**src/rtl/led_matrix_pkg.sv**
```systemverilog
// rtl/led_matrix_pkg.sv - shared geometry, colors and scan states for the 5x5 LED matrix
package led_matrix_pkg;

  localparam int ROWS      = 5;
  localparam int COLS      = 5;
  localparam int PIX_W     = 2;
  localparam int FRAME_W   = 50;
  localparam int ROW_PIX_W = COLS * PIX_W;

  localparam logic [PIX_W-1:0] OFF = 2'b00;
  localparam logic [PIX_W-1:0] C1  = 2'b01;
  localparam logic [PIX_W-1:0] C2  = 2'b10;
  localparam logic [PIX_W-1:0] C3  = 2'b11;

  typedef enum logic [1:0] {IDLE, SCAN, BLANK} scan_state_t;

  localparam logic [2:0] LAST_ROW = 3'(ROWS - 1);

  function automatic logic [2:0] next_row(input logic [2:0] r);
    return (r == LAST_ROW) ? 3'd0 : r + 3'd1;
  endfunction

endpackage

```
**src/rtl/led_row_drive.sv**
```systemverilog
// rtl/led_row_drive.sv - one-cold row select and row-masked pixel bus for a frame
module led_row_drive
  import led_matrix_pkg::*;
(
  input  logic [2:0]         row,
  input  logic [FRAME_W-1:0] frame,
  input  logic               on,
  output logic [ROWS-1:0]    gnd,
  output logic [FRAME_W-1:0] outbus
);

  always_comb begin
    gnd    = '1;
    outbus = {(ROWS * COLS){OFF}};
    for (int r = 0; r < ROWS; r++) begin
      if (on && (row == 3'(r))) begin
        gnd[r] = 1'b0;
        outbus[r*ROW_PIX_W +: ROW_PIX_W] = frame[r*ROW_PIX_W +: ROW_PIX_W];
      end
    end
  end

endmodule

```
**src/rtl/led_scan_ctrl.sv**
```systemverilog
// rtl/led_scan_ctrl.sv - row-scan controller with shadow frame buffer and tear-free swap
// SCAN_BLANK_EN adds BLANK_CYC all-off cycles after every row.
module led_scan_ctrl
  import led_matrix_pkg::*;
#(
  parameter int DWELL_W   = 16,
  parameter int BLANK_CYC = 2
) (
  input  logic               clk,
  input  logic               rst_n,
  input  logic               enable,
  input  logic [DWELL_W-1:0] dwell,
  input  logic [FRAME_W-1:0] frame_in,
  input  logic               frame_valid,
  output logic               frame_ready,
  output logic [FRAME_W-1:0] Outbus,
  output logic [ROWS-1:0]    Gnd,
  output logic               frame_start,
  output logic               swap_done
);

  scan_state_t        state, state_n;
  logic [2:0]         row, row_n;
  logic [DWELL_W-1:0] dwell_cnt, dwell_cnt_n, dwell_m1;
  logic [FRAME_W-1:0] active, shadow, drive_frame, drive_out;
  logic [ROWS-1:0]    drive_gnd;
  logic               pending, accept, swap, row_start;

`ifdef SCAN_BLANK_EN
  localparam int BLANK_W = (BLANK_CYC > 1) ? $clog2(BLANK_CYC) : 1;
  logic [BLANK_W-1:0] blank_cnt, blank_cnt_n;

  always_ff @(posedge clk or negedge rst_n) begin
    if (!rst_n) blank_cnt <= '0;
    else        blank_cnt <= blank_cnt_n;
  end
`else
  logic unused_blank_cfg;
  assign unused_blank_cfg = (BLANK_CYC != 0);
`endif

  assign frame_ready = ~pending;
  assign accept      = frame_valid & ~pending;
  // Dwell counts down from dwell_eff-1, so a programmed 0 still yields one cycle.
  assign dwell_m1    = (dwell == '0) ? '0 : dwell - DWELL_W'(1);

  always_comb begin
    state_n     = state;
    row_n       = row;
    dwell_cnt_n = dwell_cnt;
    row_start   = 1'b0;
    swap        = 1'b0;
`ifdef SCAN_BLANK_EN
    blank_cnt_n = blank_cnt;
`endif
    case (state)
      IDLE: begin
        if (enable) begin
          state_n   = SCAN;
          row_n     = '0;
          row_start = 1'b1;
        end
      end
      SCAN: begin
        if (!enable) begin
          state_n = IDLE;
          row_n   = '0;
        end else if (dwell_cnt == '0) begin
          swap = pending && (row == LAST_ROW);
`ifdef SCAN_BLANK_EN
          state_n     = BLANK;
          blank_cnt_n = BLANK_W'(BLANK_CYC - 1);
`else
          row_n     = next_row(row);
          row_start = 1'b1;
`endif
        end else begin
          dwell_cnt_n = dwell_cnt - DWELL_W'(1);
        end
      end
`ifdef SCAN_BLANK_EN
      BLANK: begin
        if (!enable) begin
          state_n = IDLE;
          row_n   = '0;
        end else if (blank_cnt == '0) begin
          state_n   = SCAN;
          row_n     = next_row(row);
          row_start = 1'b1;
        end else begin
          blank_cnt_n = blank_cnt - BLANK_W'(1);
        end
      end
`endif
      default: begin
        state_n = IDLE;
        row_n   = '0;
      end
    endcase
    if (row_start) dwell_cnt_n = dwell_m1;
  end

  // Outputs are computed from next-state values so the pins line up with the state register.
  assign drive_frame = swap ? shadow : active;

  led_row_drive u_row_drive (
    .row    (row_n),
    .frame  (drive_frame),
    .on     (state_n == SCAN),
    .gnd    (drive_gnd),
    .outbus (drive_out)
  );

  always_ff @(posedge clk or negedge rst_n) begin
    if (!rst_n) begin
      state       <= IDLE;
      row         <= '0;
      dwell_cnt   <= '0;
      active      <= '0;
      shadow      <= '0;
      pending     <= 1'b0;
      Outbus      <= '0;
      Gnd         <= '1;
      frame_start <= 1'b0;
      swap_done   <= 1'b0;
    end else begin
      state       <= state_n;
      row         <= row_n;
      dwell_cnt   <= dwell_cnt_n;
      Outbus      <= drive_out;
      Gnd         <= drive_gnd;
      frame_start <= row_start && (row_n == '0);
      swap_done   <= swap;
      if (accept) begin
        shadow  <= frame_in;
        pending <= 1'b1;
      end else if (swap) begin
        active  <= shadow;
        pending <= 1'b0;
      end
    end
  end

endmodule

```
**config.mk**
```make
export PLATFORM = sky130hd
export DESIGN_NAME = led_scan_ctrl
export DESIGN_NICKNAME = d
export VERILOG_FILES = /design/src/rtl/led_matrix_pkg.sv /design/src/rtl/led_row_drive.sv /design/src/rtl/led_scan_ctrl.sv
export SDC_FILE = /design/constraint.sdc
export NUM_CORES = 1
export LEC_CHECK = 0
export CAP_MARGIN = 20
export CORE_MARGIN = 2
export CORE_UTILIZATION = 57
export CTS_CLUSTER_DIAMETER = 60
export DETAILED_ROUTE_END_ITERATION = 7
export PLACE_DENSITY = 0.93
export SLEW_MARGIN = 40
export SYNTH_ARGS = -nofsm -noshare
export SYNTH_HDL_FRONTEND = slang
export SYNTH_SLANG_ARGS = --single-unit
```
**constraint.sdc**
```tcl
create_clock -name clk -period 6.2 [get_ports clk]
set_input_delay 0.93 -clock clk [delete_from_list [all_inputs] [get_ports clk]]
set_output_delay 0.93 -clock clk [all_outputs]
set_load 0.05 [all_outputs]
```
=== Yosys cells after proc, flatten, opt, wreduce, memory -nomap -nowiden ===
Cells that the tools add are included.

* Logic and storage cells: 71
* RAM bits: 0
* Memory bits (read-only): 0
* Latch bits: 0
* Output and inout bits: 58
* Bits in registers: 179
* Memories: 0

* Reduce and logical (&&, ||, !) cells: 15
* Divide/modulo/power cells: 0
* Multiply operators: 0
* Add/subtract/negate cells: 3
* Bitwise operators: 2
* Equal/unequal tests: 8
* Shifts and indexed selects: 0
* Muxes and demuxes: 33
* Order comparisons: 0

{| class="wikitable"
|+ Operators with widths
! kind !! number
|-
| 2-to-1 mux 16 bit || 5
|-
| 2-to-1 mux 10 bit || 5
|-
| 2-to-1 mux 50 bit || 1
|-
| zero test 16 bit || 2
|-
| subtractor 16 x 1 -> 16 bit, second input constant || 2
|-
| 2-to-1 mux 1 bit || 13
|-
| 2-to-1 mux 3 bit || 4
|-
| logical AND 1 bit || 7
|-
| == test 3 x 2 -> 1 bit, second input constant || 2
|-
| == test 3 bit, second input constant || 2
|-
| one-hot mux 3 bit (2 select lines) || 1
|-
| nonzero test 2 bit || 3
|-
| == test 2 x 1 -> 1 bit, second input constant || 2
|-
| 2-to-1 mux 2 bit || 2
|-
| one-hot mux 2 bit (2 select lines) || 1
|-
| adder 3 x 1 -> 3 bit, second input constant || 1
|-
| == test 3 x 1 -> 1 bit, second input constant || 1
|-
| zero test 3 bit || 1
|-
| AND reduction 3 bit || 1
|-
| zero test 2 bit || 1
|-
| inequality test 2 bit, second input constant || 1
|-
| one-hot mux 1 bit (2 select lines) || 1
|-
| bitwise AND 1 bit || 1
|-
| NOT 1 bit || 1
|}

=== Longest topological paths before layout ===
Gate-level depths: netlist of run 1.

* Depth in word-level cells: 8
* Gate-level depth with buffers: 10
* Mapped depth without buffers: 8

=== Modules after synthesis ===
A second synthesis of run 1 with hierarchy kept.

* Cell total of the unflattened synthesis: 590
* Area, all modules: 7,902.6 sq um

{| class="wikitable"
|+ Modules (own cells, without submodules)
! module !! cells an instance !! times used !! sequential area each (sq um) !! area an instance (sq um)
|-
| led_scan_ctrl || 525 || 1 || 4,485.6 || 7,483.4
|-
| led_row_drive || 65 || 1 || 0.0 || 419.2
|}

=== Least setup slack after synthesis of run 1 ===
OpenSTA, ideal clock, no wires.

* Path kind: in2reg
* Start point: input port dwell[12]
* End point: register dwell_cnt[5]
* Stages: 5
* Slack: 3,598 ps
* Data arrival time: 2,476 ps
* Buffers on the path: 0
* Data required time: 6,074 ps
* Cells stage by stage: or3_1 > or4_1 > o221a_2 > and2_1 > a221o_1

* Longest elaborated chain between the ends: 3

{| class="wikitable"
|+ Ends and longest elaborated chain
! element !! RTL line !! text
|-
| start: declaration || led_scan_ctrl.sv:12 || <nowiki>input logic [DWELL_W-1:0] dwell,</nowiki>
|-
| zero test 16 bit || led_scan_ctrl.sv:45 || <nowiki>assign dwell_m1 = (dwell == '0) ? '0 : dwell - DWELL_W'(1);</nowiki>
|-
| 2-to-1 mux 16 bit || led_scan_ctrl.sv:45 ||
|-
| 2-to-1 mux 16 bit || led_scan_ctrl.sv:100 || <nowiki>if (row_start) dwell_cnt_n = dwell_m1;</nowiki>
|-
| end signal: assignment || led_scan_ctrl.sv:129 || <nowiki>dwell_cnt <= dwell_cnt_n;</nowiki>
|-
| end: declaration || led_scan_ctrl.sv:24 || <nowiki>logic [DWELL_W-1:0] dwell_cnt, dwell_cnt_n, dwell_m1;</nowiki>
|}

Every way passes these cells.
A chain may end at the register's enable or synchronous reset.

=== Worst setup path after layout of run 1 ===
* Start point: input port enable
* End point: register Outbus[45]

* Longest elaborated chain between the ends: 5
* Elaborated cells on any way between the ends: 13

{| class="wikitable"
|+ Ends and longest elaborated chain
! element !! RTL line !! text
|-
| start: declaration || led_scan_ctrl.sv:11 || <nowiki>input logic enable,</nowiki>
|-
| 2-to-1 mux 3 bit (tied with other cells) || led_scan_ctrl.sv:65 || <nowiki>if (!enable) begin</nowiki>
|-
| one-hot mux 3 bit (2 select lines) or one-hot mux 2 bit (2 select lines) (tied branches) || led_scan_ctrl.sv:56 || <nowiki>case (state)</nowiki>
|-
| == test 3 bit or == test 2 x 1 -> 1 bit (tied branches) || led_row_drive.sv:16, led_scan_ctrl.sv:109 ||
|-
| logical AND 1 bit || led_row_drive.sv:16 || <nowiki>if (on && (row == 3'(r))) begin</nowiki>
|-
| 2-to-1 mux 10 bit * || led_row_drive.sv:16 ||
|-
| via drive_out[45] || led_scan_ctrl.sv:25 || <nowiki>logic [FRAME_W-1:0] active, shadow, drive_frame, drive_out;</nowiki>
|-
| end signal: assignment || led_scan_ctrl.sv:130 || <nowiki>Outbus <= drive_out;</nowiki>
|-
| end: declaration || led_scan_ctrl.sv:16 || <nowiki>output logic [FRAME_W-1:0] Outbus,</nowiki>
|}

The timed path passes the listed nets; every way through them passes the cells marked *.

==> results of run 1 <==
==> area by class of cell <==
type | instances | area share
Tap cell | 176 | 0.0228
Timing Repair Buffer | 133 | 0.141
Sequential cell | 179 | 0.465
Clock buffer | 21 | 0.0467
Inverter | 12 | 0.00467
Clock inverter | 11 | 0.0183
Multi-Input combinational cell | 373 | 0.301
==> final timing paths <==
path,slack (ps),to,cells past startpoint
min reg2reg,460,active[12],2
max in group asynchronous,4540,Outbus[40],3
min,330,Outbus[41],1
min in group clk,460,active[12],2
max reg2reg,2890,Outbus[45],8
max,2800,Outbus[45],7
==> critical path, cell delays in order <==
cell and delay (ps):
sky130_fd_sc_hd__clkdlybuf4s50_1 520, sky130_fd_sc_hd__and3b_1 380, sky130_fd_sc_hd__nand4_1 270, sky130_fd_sc_hd__nor2_4 480
sky130_fd_sc_hd__buf_4 480, sky130_fd_sc_hd__mux2_1 390, sky130_fd_sc_hd__nor3b_2 180
==> cell usage in the layout, fill, tap and decap left out, types with 5 or more instances in the layout <==
master                            count
sky130_fd_sc_hd__o211ai_1             5
sky130_fd_sc_hd__dfstp_2              5
sky130_fd_sc_hd__mux2_1              19
sky130_fd_sc_hd__nor4_1               5
sky130_fd_sc_hd__inv_1               11
sky130_fd_sc_hd__ha_1                 6
sky130_fd_sc_hd__nand3_1              9
sky130_fd_sc_hd__nor3_1               7
sky130_fd_sc_hd__mux2_2              59
sky130_fd_sc_hd__clkdlybuf4s50_1    126
sky130_fd_sc_hd__and3_1               6
sky130_fd_sc_hd__a21oi_1             24
sky130_fd_sc_hd__o21ai_0             19
sky130_fd_sc_hd__nor3b_2             31
sky130_fd_sc_hd__nand2_1             80
sky130_fd_sc_hd__o311ai_0             5
sky130_fd_sc_hd__dfrtp_1            174
sky130_fd_sc_hd__xnor2_1             11
sky130_fd_sc_hd__nor2_1              17
sky130_fd_sc_hd__clkbuf_16           17
==> stage by stage <==
| stage | hold slack, ps | instance area, um^2 | worst slack [ps] |
|---|---|---|---|
| after floorplan | 433 | 7560 | 3600 |
| after global placement | 443 | 8930 | 2570 |
| after detailed placement | 452 | 8980 | 2480 |
| after CTS | 466 | 9610 | 2850 |
| after global routing | 330 | 9640 | 2690 |
| final | 333 | 9640 | 2800 |
==> where the power goes <==
part	switching [mW]	leakage, nW	internal (mW)
registers	0.0478	2.37	1.23
clock network	0.447	0.291	0.689
logic	0.101	1.52	0.105
total	0.595	4.18	2.02
==> flip-flops by register name, indices dropped and copies added, names as in the netlist, 2 cells and up <==
name,cells
Outbus,50
active,50
shadow,50
dwell_cnt,16
Gnd,5
row,3
state,2
==> logic make-up after synthesis <==
family / after synthesis / synth area share
adders and majority gates: 6 / 0.00993
other: 1 / 0.000496
buffers and inverters: 42 / 0.0278
AOI/OAI and AO/OA: 74 / 0.0652
and+or+nand+nor: 196 / 0.163
xor gates and xnor gates: 13 / 0.0151
muxes: 83 / 0.125
DFF: 179 / 0.593
==> layer usage <==
| layer | routed length, um | track usage |
|---|---|---|
| met1 | 6950 | 0.319 |
| met2 | 9340 | 0.446 |
| met3 | 805 | 0.0469 |
| met4 | 538 | 0.113 |
| met5 | 0 | 0 |
==> results by group, run 1 <==
Floorplan
  • Floorplan die width: approximately 120 um
  • Initial cell density of the core: 0.578
  • Num rows: 42
  • Vert. Die Dim: 119 um
  • Floorplan core area: 13,100 um^2
  • DIE AREA: 14,200 um^2
  • I/O pin cnt: about 130

Layout
  • Number of non-filler instances in the completed layout: a little over 900
  • Number of inserted filler cells in the final layout: roughly 770
  • Share of the core filled with cells: 0.737
  • Final Net Count: 792
  • Antenna cells: 0
  • P&R area growth vs syn: 27.5%
  • Share of layout cells above drive strength 1: 0.213
  • Multi-input gate area: slightly below 3000 um^2
  • Sequential Area: between 4000 and 5000 um^2

Worst hold path
  • Path class of the lowest-slack min-delay path: in2async

Synth
  • Area share of the largest cell type after synthesis: 0.576
  • Synth Net Count: 670
  • Cell with the most instances after synthesis: sky130_fd_sc_hd__dfrtp_1
  • Count of warnings emitted by yosys: 0
  • Part of the Yosys area used for sequential elements: 0.593
  • Count of flip-flops with a built-in enable after synthesis: 0
  • Synthesized flop and latch total: between 150 and 200
  • Cells after synthesis: ~590
  • Cell types with the highest counts after synthesis: sky130_fd_sc_hd__dfrtp_1 (174), sky130_fd_sc_hd__nand2_1 (80), sky130_fd_sc_hd__mux2_2 (59)
  • Share of synthesized flip-flops with an asynchronous set or reset: 1.00
  • Synth Cell Area: ~7600 um^2
  • Synth area leaders: sky130_fd_sc_hd__dfrtp_1 (58%), sky130_fd_sc_hd__mux2_2 (8.8%), sky130_fd_sc_hd__nor3b_2 (5.0%)
  • Post-synthesis cell type count: 65
  • Synthesized area per cell: 12.7 um^2
  • Library cell occupying the most area in the post-synthesis netlist: sky130_fd_sc_hd__dfrtp_1
  • Top flip-flop cell by instance count after synthesis: sky130_fd_sc_hd__dfrtp_1

GRT
  • Number of global-route vias before repair: roughly 5,400
  • Largest net degree at the start of global routing: 103
  • First-pass GRT wire length: 28,300 um
  • GRT Resource Usage Total: 0.258
  • Aggregate global routing overflow: 0
  • Antenna violations before repair: 0

Critical path
  • Worst Setup SP: enable
  • Largest driver fanout on the critical path: 29
  • Kind of end point of the critical path: flip-flop
  • Crit path required time: roughly 6500 ps
  • Setup crit start kind: input port
  • Category of the critical setup timing path: in2reg
  • Data arrival time of the critical path: ~3700 ps
  • RR Startpoint: dwell_cnt[0]

Pwr
  • Static power due to leakage: around 4.2 nW
  • Post-layout power: approximately 2.6 mW
  • Cell area power density: ~270 nW/um^2
  • Maximum vdd drop: 0.206 mV

Place
  • # port buffers: 127
  • Final HPWL DP: about 11,000 um
  • Routability cong.: between 0.8 and 0.9
  • Placed Cells incl. Taps: between 800 and 900

Drt
  • Average vias per placed instance: ~5.8
  • Antenna-violating nets left: 0
  • Routed len/inst: about 19 um
  • Via total after detailed routing: 5,224
  • Aggregate routed wire length: approximately 18,000 um
  • Violation count after the first detailed-routing iteration: about 450
  • Residual DRC: 0
  • Drt pass-1 iters: 4

Clocking
  • Number of buffers on the longest clock path: 2
  • Total CTS buffers: 17
  • Number of setup buffers added after CTS: 0
  • Deepest level of the CTS H-tree: 4
  • Number of gates given a new drive strength after cts: 0
  • Clock tree sinks: 179
  • Clock tree from TritonCTS: yes
  • Clock transition time at the flip-flop clock pins of the worst setup and hold paths: around 70 ps
  • Root buffer cell: sky130_fd_sc_hd__clkbuf_16
  • Source-to-sink clock delay at the later pin of the worst-skew pair: between 400 and 500 ps
  • Hold-fix buffers at CTS: 0

STA
  • Pins over their slew limit: 0
  • Slew at the pin closest to its max-slew limit: about 760 ps
  • Relative slew slack: 0.487
  • Maximum clock rate: ~0.29 GHz
  • Sum Neg Setup Slack: 0 ps
  • Final Critical Period: between 3000 and 4000 ps
  • Setup repair after global routing missed its margin: false
  • Worst-case clock skew: ~6.3 ps
  • Final hold vios: 0
  • Final Cycle Share: 0.548
  • Final-report setup violation count: 0

Run
  • Max-capacitance violation count: 0

Outcome
  • Outcome: complete, no violations
(Power assumes the default switching activity.)
==> run 2: changes to the inputs <==
Settings changed: CORE_UTILIZATION 57 to 53, PLACE_DENSITY 0.93 to 0.88.
Clock period 6.2 ns to 3.2 ns, I/O delays scaled along.
==> run 2 against run 1 <==
  * Worst setup slack got worse by 2400 ps
  * Total power rose by 85%
  * Register-to-register slack got worse by 2500 ps
  * Final cell count rose by 2.0%
  * Clock skew rose by 0.95 ps
  * Sequential power rose by 94%
==> results by group, run 2 (synthesized netlist as in run 1, its figures left out) <==
Clocking
  • Number of setup buffers added after CTS: 0 (unchanged)
  • Hold-fix buffers at CTS: 0 (unchanged)
  • Number of buffers on the longest clock path: 2 (unchanged)
  • Clock tree sinks: 179 (unchanged)
  • Clock tree from TritonCTS: yes
  • Clock transition time at the flip-flop clock pins of the worst setup and hold paths: 70 ps (about the same)
  • Number of gates given a new drive strength after cts: 0 (unchanged)
  • Source-to-sink clock delay at the later pin of the worst-skew pair: 430 ps (about the same)
  • Deepest level of the CTS H-tree: 4 (unchanged)
  • Total CTS buffers: 17 (unchanged)
  • Root buffer cell: sky130_fd_sc_hd__clkbuf_16

Place
  • Final HPWL DP: 11,600 um (+4.9%)
  • Worst-case setup slack after placement: 356 ps (-2130 ps)
  • # port buffers: 127 (unchanged)
  • Routability cong.: 0.878 (-1.3%)
  • Cell Area, Placed: 9090 um^2 (+1.2%)

Outcome
  • Outcome: complete, no violations

Pwr
  • Maximum vdd drop: 0.397 mV (+93%)
  • Cell area power density: 501 nW/um^2 (+85%)
  • Static power due to leakage: 4.22 nW (+0.93%)

Run
  • Max-capacitance violation count: 0 (unchanged)

Layout
  • Number of inserted filler cells in the final layout: 930 (+20%)
  • Multi-input gate area: 2880 um^2 (-0.69%)
  • Leading cell types in the layout, fill and taps excluded: sky130_fd_sc_hd__dfrtp_1 (174), sky130_fd_sc_hd__clkdlybuf4s50_1 (126), sky130_fd_sc_hd__nand2_1 (80)
  • Share of layout cells above drive strength 1: 0.222 (+0.00975)
  • Most frequent standard cell in the layout excluding fill and tap cells: sky130_fd_sc_hd__dfrtp_1
  • Regs by FF count: Outbus: 50 flops, active: 50 flops, shadow: 50 flops
  • Finished Cell Area: 9660 um^2 (+0.16%)
  • P&R area growth vs syn: 27.7%
  • Sequential Area: 4490 um^2 (unchanged)
  • Final Net Count: 805 (+1.6%)

Drt
  • Drt pass-1 iters: 5 (+1)
  • Antenna-violating nets left: 0 (unchanged)
  • Residual DRC: 0 (unchanged)
  • Aggregate routed wire length: 16,700 um (-5.4%)
  • Routed len/inst: 18.1 um (-7.3%)
  • Via total after detailed routing: 5,172 (-1.0%)
  • Average vias per placed instance: 5.60 (-2.9%)
  • Violation count after the first detailed-routing iteration: 356 (-20%)

STA
  • Pins over their slew limit: 0 (unchanged)
  • Relative slew slack: 0.420 (-0.0669)
  • Setup repair after global routing missed its margin: false
  • Final WS setup: 390 ps (-2410 ps)
  • Worst-case clock skew: 7.28 ps (+0.945 ps)
  • Final Cycle Share: 0.878
  • Final hold vios: 0 (unchanged)
  • Slew at the pin closest to its max-slew limit: 862 ps (+99.4 ps)
  • Sum Neg Setup Slack: 0 ps (unchanged)
  • Final Critical Period: 2810 ps
  • Maximum clock rate: 0.356 GHz
  • Final-report setup violation count: 0 (unchanged)

GRT
  • Largest net degree at the start of global routing: 82 (-20%)
  • Aggregate global routing overflow: 0 (unchanged)
  • First-pass GRT wire length: 26,400 um (-6.6%)
  • Antenna violations before repair: 0 (unchanged)
  • GRT Resource Usage Total: 0.229 (-0.0297)
  • Number of global-route vias before repair: 5,242 (-3.2%)

Critical path
  • Crit path required time: 3490 ps (-2990 ps)
  • Setup crit start kind: flip-flop
  • Category of the critical setup timing path: reg2reg
  • Largest driver fanout on the critical path: 13 (-55%)
  • Kind of end point of the critical path: flip-flop
  • Data arrival time of the critical path: 3100 ps (-570 ps)

Floorplan
  • Initial cell density of the core: 0.543 (-0.0352)
  • Floorplan core area: 13,900 um^2 (+6.5%)
  • Num rows: 43 (+2.4%)
  • Vert. Die Dim: 123 um (+3.6%)
  • Floorplan die width: 123 um (+3.6%)
  • DIE AREA: 15,200 um^2 (+7.3%)
  • I/O pin cnt: 128 (unchanged)

Worst hold path
  • Path class of the lowest-slack min-delay path: in2async
[run 2: worst paths after layout]
path / startpoint / to / slack (ps) / cells after the start
setup reg to reg: dwell_cnt[0] / Outbus[27] / 390 / 9
hold reg to reg: active[6] / active[6] / 460 / 2
max in group asynchronous: rst_n / dwell_cnt[4] / 2230 / 2
min in group clk: active[6] / active[6] / 460 / 2
setup / recovery: dwell_cnt[0] / Outbus[27] / 390 / 9
hold / removal: rst_n / shadow[10] / 90 / 1
[run 2: critical path, stage by stage (launching register included)]
cell and delay, ps:
sky130_fd_sc_hd__dfrtp_1 390, sky130_fd_sc_hd__inv_1 140, sky130_fd_sc_hd__ha_1 180, sky130_fd_sc_hd__nor4b_2 250, sky130_fd_sc_hd__and4_1 430, sky130_fd_sc_hd__buf_4 180
sky130_fd_sc_hd__mux2i_1 310, sky130_fd_sc_hd__nand2b_2 330, sky130_fd_sc_hd__inv_2 360, sky130_fd_sc_hd__nor3b_2 90
[run 2: metal layers]
| layer | GRT usage | share of wire |
|---|---|---|
| met3 | 0.0447 | 0.072 |
| met5 | 0 | 0 |
| met1 | 0.302 | 0.42 |
| met2 | 0.373 | 0.49 |
| met4 | 0.0916 | 0.016 |
[run 2: through the flow]
step	std cells	utilization	power, mW	hold WS (ps)
finish	923	0.693	4.84	86.4
global route	922	0.693	5.02	140
CTS	922	0.693	4.87	106
detailed placement	890	0.652	2.90	452
global placement	889	0.652	2.88	443
floorplan	594	-	2.68	184
[run 2: layout make-up]
| class | instances | area share |
|---|---|---|
| flip-flops and latches | 179 | 0.464 |
| multi-input cells | 373 | 0.298 |
| repair buffers | 146 | 0.150 |
| clock buffers | 24 | 0.0509 |
| well taps | 180 | 0.0233 |
| clock inverters | 8 | 0.00777 |
| inverters | 12 | 0.00466 |
| diodes | 1 | 0.000259 |
[run 2: report_power, final]
| group | total, mW | internal [mW] | switching [mW] | leakage [nW] |
|---|---|---|---|---|
| Clock | 1.98 | 1.15 | 0.825 | 0.280 |
| Sequential | 2.47 | 2.38 | 0.0901 | 2.37 |
| Combinational | 0.397 | 0.209 | 0.188 | 1.57 |
| Total | 4.84 | 3.74 | 1.10 | 4.22 |
